$ cat src/rtl/seg_scan_ctrl_pkg.sv
// seg_scan_ctrl_pkg: shared scan state encoding and active-low segment constants.
package seg_scan_ctrl_pkg;
   typedef enum logic [1:0] {ST_IDLE, ST_GUARD, ST_ON} state_t;
   localparam logic [6:0] SEG_BLANK = 7'h7F;
   localparam logic [15:0][6:0] GLYPH = {
      7'h0E, 7'h06, 7'h21, 7'h46, 7'h03, 7'h08, 7'h10, 7'h00,
      7'h78, 7'h02, 7'h12, 7'h19, 7'h30, 7'h24, 7'h79, 7'h40
   };
endpackage

$ cat src/rtl/seg_scan_ctrl_decode.sv
// hex_seg_decode: combinational hex nibble to active-low {g,f,e,d,c,b,a} glyph.
module hex_seg_decode
   import seg_scan_ctrl_pkg::*;
(
   input  logic [3:0] hex,
   output logic [6:0] seg
);
   assign seg = GLYPH[hex];
endmodule

$ cat src/rtl/seg_scan_ctrl.sv
// seg_scan_ctrl: time-multiplexed seven-segment scanner with tear-free updates,
// inter-digit guard blanking and optional leading-zero suppression.
module seg_scan_ctrl
   import seg_scan_ctrl_pkg::*;
#(
   parameter int NUM_DIGITS = 4,
   parameter int DIV        = 50000,
   parameter int GUARD      = 2
) (
   input  logic                    clk,
   input  logic                    rst_n,
   input  logic                    en,
   input  logic                    upd_valid,
   input  logic [4*NUM_DIGITS-1:0] upd_data,
   input  logic [NUM_DIGITS-1:0]   upd_dp,
   output logic                    upd_ready,
   input  logic                    lz_blank,
   output logic [NUM_DIGITS-1:0]   digit_an,
   output logic [6:0]              seg,
   output logic                    dp,
   output logic                    frame_done
);
   localparam int IW = $clog2(NUM_DIGITS);
   localparam int PW = $clog2((DIV > GUARD ? DIV : GUARD) + 1);
   state_t                  state;
   logic [IW-1:0]           idx;
   logic [PW-1:0]           presc;
   logic [4*NUM_DIGITS-1:0] disp, pend;
   logic [NUM_DIGITS-1:0]   disp_dp, pend_dp;
   logic                    pend_full;
   logic [NUM_DIGITS:0]     zero_hi;
   logic [6:0]              glyph;
   logic                    on, last_on, last_digit, xfer, swap, lz_hide;
   assign on         = state == ST_ON;
   assign last_on    = on && presc == PW'(DIV - 1);
   assign last_digit = idx == IW'(NUM_DIGITS - 1);
   assign frame_done = en & last_on & last_digit;
   assign upd_ready  = ~pend_full;
   assign xfer       = upd_valid & ~pend_full;
   assign swap       = pend_full & ((state == ST_IDLE) | frame_done);
   // zero_hi[i]: nibble i and every more-significant nibble are zero
   always_comb begin
      zero_hi = '0;
      zero_hi[NUM_DIGITS] = 1'b1;
      for (int i = NUM_DIGITS - 1; i >= 0; i--)
         zero_hi[i] = zero_hi[i+1] & (disp[4*i +: 4] == 4'd0);
   end
   assign lz_hide = lz_blank && idx != '0 && zero_hi[idx];
   hex_seg_decode u_dec (.hex(disp[{idx, 2'b00} +: 4]), .seg(glyph));
   assign digit_an = on ? ~(NUM_DIGITS'(1) << idx) : '1;
   assign seg      = on && !lz_hide ? glyph : SEG_BLANK;
   assign dp       = on ? ~disp_dp[idx] : 1'b1;
   always_ff @(posedge clk or negedge rst_n)
      if (!rst_n) begin
         state     <= ST_IDLE;
         idx       <= '0;
         presc     <= '0;
         disp      <= '0;
         disp_dp   <= '0;
         pend      <= '0;
         pend_dp   <= '0;
         pend_full <= 1'b0;
      end else begin
         if (xfer) begin
            pend    <= upd_data;
            pend_dp <= upd_dp;
         end
         if (swap) begin
            disp    <= pend;
            disp_dp <= pend_dp;
         end
         pend_full <= xfer | (pend_full & ~swap);
         if (!en) begin
            state <= ST_IDLE;
            idx   <= '0;
            presc <= '0;
         end else case (state)
            ST_IDLE: begin
               idx   <= '0;
               presc <= '0;
               state <= GUARD == 0 ? ST_ON : ST_GUARD;
            end
            ST_GUARD:
               if (presc == PW'(GUARD - 1)) begin
                  presc <= '0;
                  state <= ST_ON;
               end else presc <= presc + PW'(1);
            ST_ON:
               if (last_on) begin
                  presc <= '0;
                  idx   <= last_digit ? '0 : idx + IW'(1);
                  state <= GUARD == 0 ? ST_ON : ST_GUARD;
               end else presc <= presc + PW'(1);
            default: state <= ST_IDLE;
         endcase
      end
endmodule

$ cat config.mk
export PLATFORM = sky130hd
export DESIGN_NAME = seg_scan_ctrl
export DESIGN_NICKNAME = d
export VERILOG_FILES = /design/src/rtl/seg_scan_ctrl_pkg.sv /design/src/rtl/seg_scan_ctrl_decode.sv /design/src/rtl/seg_scan_ctrl.sv
export SDC_FILE = /design/constraint.sdc
export NUM_CORES = 1
export LEC_CHECK = 0
export CORE_MARGIN = 10
export CORE_UTILIZATION = 50
export CTS_BUF_LIST = sky130_fd_sc_hd__clkbuf_4
export CTS_CLUSTER_SIZE = 12
export DETAILED_ROUTE_END_ITERATION = 7
export HOLD_SLACK_MARGIN = 0.15
export PLACE_DENSITY_LB_ADDON = 0.15
export SLEW_MARGIN = 10
export SYNTH_ARGS = -nofsm -noshare
export SYNTH_HDL_FRONTEND = slang
export SYNTH_SLANG_ARGS = --single-unit
$ cat constraint.sdc
create_clock -name clk -period 2.46 [get_ports clk]
set_input_delay 0.492 -clock clk [delete_from_list [all_inputs] [get_ports clk]]
set_output_delay 0.492 -clock clk [all_outputs]
set_load 0.1 [all_outputs]
==> reports/metrics.yaml <==
ys_seq_area_frac: 0.454
grt_setup_unrepaired: "yes"
ys_top_cells_by_area: "dfrtp_1 (45%), mux2_4 (8.9%), mux2_2 (7.4%)"
powerDensity_nw_per_um2: 1120
drt_iter0_markers: 103
synth.distinct_cells: 46
die_w_um: 102
outcome: "finished, violations left"
period_share: 1.20
synthAdderAreaFrac: 0.0595
hp-class: "register to register"
ys_async_sr_fraction: 1.00
drv_cap: 0
path_max_fanout: 5
path_buf_inv: 3
grt_max_degree: 36
grt_overflow: 0
grt_pass1_vias: 2478
final_max_slew_viol_count: 0
synth_xor_area_frac: 0.0234
muxShareOfSynthArea: 0.222
postSynthCellCount: 273
wl_um: 7670
ant_nets: 0
initial_core_util: 0.521
setup_viol: 7
die-area_sq_um: 10400
syn_avg_cell_area_sq_um: 12.3
core_region_area_sq_um: 6460
synth-seq-cells: 61
synth_edf_count: 0
cp.arrival_ns: 2.46
insertedDiodeCount: 0
clockBufferDepth: 2
synth_compound_area_frac: 0.0603
post-route-util: 0.708
hpwl_um: 5380
startpoint_type: "register"
antenna_found_initial: 0
hold_viol: 0
synth_warnings: 0
drive_gt1_frac: 0.451
violations: "setup timing"
worst_skew_pair.late_latency_ns: 0.41
cts_tree: "done"
synth_top_family_by_area: "multiplexers"
vias: 2453
io_buffers: 38
crit_chain: "buf_4 -> buf_6 -> mux4_2 -> or2_4 -> o211ai_1 -> buf_12"
yosysTopAreaCell: "dfrtp_1"
dr.max_layer_used: "met4"
n_fill_cell: 449
vdd_drop_max_v: 0.000569
netlist_area_sq_um: 3360
cp_top_family: "multiplexers"
dieHeight_um: 102
max_stage_delay_ns: 0.58
clk_pin_slew_ns: 0.11
via_per_inst: 5.63
dr_wl_met2_um: 3570
drt-met1-wl_um: 3610
cts_buffers: 9
fin_nets: 395
h-tree-depth: 3
grtUsageTotal: 0.155
worst_pin_slew_ns: 0.626
path_class: "register to output pin"
met3WireLength_um: 427
grt_pass1_wl_um: 12800
clock-sinks: 61
timing.slew.headroom: 0.583
cts_root_buf: "clkbuf_4"
num_rows: 29
drc: 0
required_ns: 1.97
synthFlopType: "dfrtp_1"
leakage_nw: 2.02
io_pins: 39
dr.pass1.iters: 5
p_total_mw: 5.11
gp_congestion: 0.823
synthSimpleGateAreaFrac: 0.145
area_growth_pct: 36.1
finClkSkew_ns: 0.0145
fin_ws_ns: -0.491
crit_path_end_kind: "output pin"
wl_per_cell_um: 17.6
synth.top_cell.area_share: 0.454
crit_slowest_cell: "mux4_2"
synth_nets: 314
fin_crit_ns: 2.95
max_freq_ghz: 0.339
## cell type report
class                      instances  area (sq um)  share of cell area
tap                               77          96.3              0.0211
inverter                          12          52.6              0.0115
clock inverter                     7          50.0              0.0109
clock buffer                       9          67.6              0.0148
multi-input combinational        191          1920               0.419
sequential                        61          1530               0.334
timing repair buffer              79           861               0.188
## per-layer routing
layer	vias up	GRT usage
li1	1174	-
met1	1217	0.215
met2	57	0.225
met3	5	0.0432
met4	0	0.0575
met5	-	0
## sequential cells by signal, indices dropped and copies added, names as in the netlist
name	count
pend	16
disp_dp	4
pend_dp	4
idx	2
presc	16
state	2
pend_full	1
disp	16
## where the power goes
group          switching (mW)  total (mW)  internal [mW]
logic                    1.37        2.84           1.47
clock network           0.403       0.615          0.212
registers               0.277        1.65           1.37
total                    2.05        5.11           3.06
## cell usage in the layout (no fill, tap or decap), types with 4 or more instances in the layout
cell type / instances
clkbuf_4: 9
nand3_1: 7
nor4_1: 6
xor2_1: 8
mux2_4: 20
nor2_1: 12
clkdlybuf4s50_1: 23
mux2_2: 22
inv_2: 4
inv_1: 6
o22ai_1: 6
buf_4: 34
buf_12: 15
buf_6: 4
mux4_2: 6
nand2_1: 19
ha_4: 5
mux2i_1: 6
ha_1: 10
o21ai_0: 9
dfrtp_1: 59
## worst paths after layout
kind,end,depth (start not counted),slack [ns],from
hold reg to reg,disp[3]$_DFFE_PN0P_,1,0.51,pend[3]$_DFFE_PN0P_
setup reg to reg,disp[5]$_DFFE_PN0P_,11,0.11,idx[0]$_DFFE_PN0P_
max in group asynchronous,idx[0]$_DFFE_PN0P_,3,1.19,rst_n
hold / removal,disp[3]$_DFFE_PN0P_,1,0.51,pend[3]$_DFFE_PN0P_
min in group asynchronous,pend_full$_DFF_PN0_,2,0.63,rst_n
setup / recovery,seg[5],6,-0.49,idx[0]$_DFFE_PN0P_
## metrics by stage
step / instances / cell area [sq um] / setup TNS [ns] / worst slack, ns / hold slack (ns)
6_report: 436 / 4580 / -3.00 / -0.491 / 0.512
5_1_grt: 436 / 4580 / -3.77 / -0.601 / 0.533
4_1_cts: 435 / 4520 / -3.02 / -0.504 / 0.517
3_5_place_dp: 408 / 4220 / -0.277 / -0.0959 / 0.492
3_3_place_gp: 408 / 4220 / -0.101 / -0.0424 / 0.488
2_1_floorplan: 273 / 3440 / -4.79 / -0.920 / 0.196
## kinds of logic after synthesis
kind of cell,count (synthesis)
AO/OA/AOI/OAI,30
XOR/XNOR,9
adder cells (fa/ha/maj),16
buffers and inverters,22
flip-flops,61
multiplexers,54
AND/OR/NAND/NOR,81
## cell usage after synthesis (2+ instances only)
cell type	number
and4_1	3
o211ai_1	2
dfrtp_1	61
nor2b_1	3
nand4_1	3
xor2_1	8
nand3b_1	2
or2_2	3
o22ai_1	7
o221ai_1	2
and3_1	3
clkbuf_1	4
a21oi_1	3
nand2_1	23
o21ai_0	9
nor3_4	2
nor3_1	3
mux4_2	5
buf_6	5
ha_1	16
nor4_1	6
nor2_1	12
inv_1	12
nand3_1	9
mux2_4	20
mux2i_1	6
mux2_2	22
## timing repair
item / CTS / global route
hold buffers: 1 / 0
pin swaps: 5 / 2
gates cloned: 1 / 0
endpoints found under the hold margin: 26 / 0
buffers inserted: 9 / 1
gates resized for setup: 21 / 10
setup endpoints to repair: 8 / 9
(Power assumes the default switching activity.)
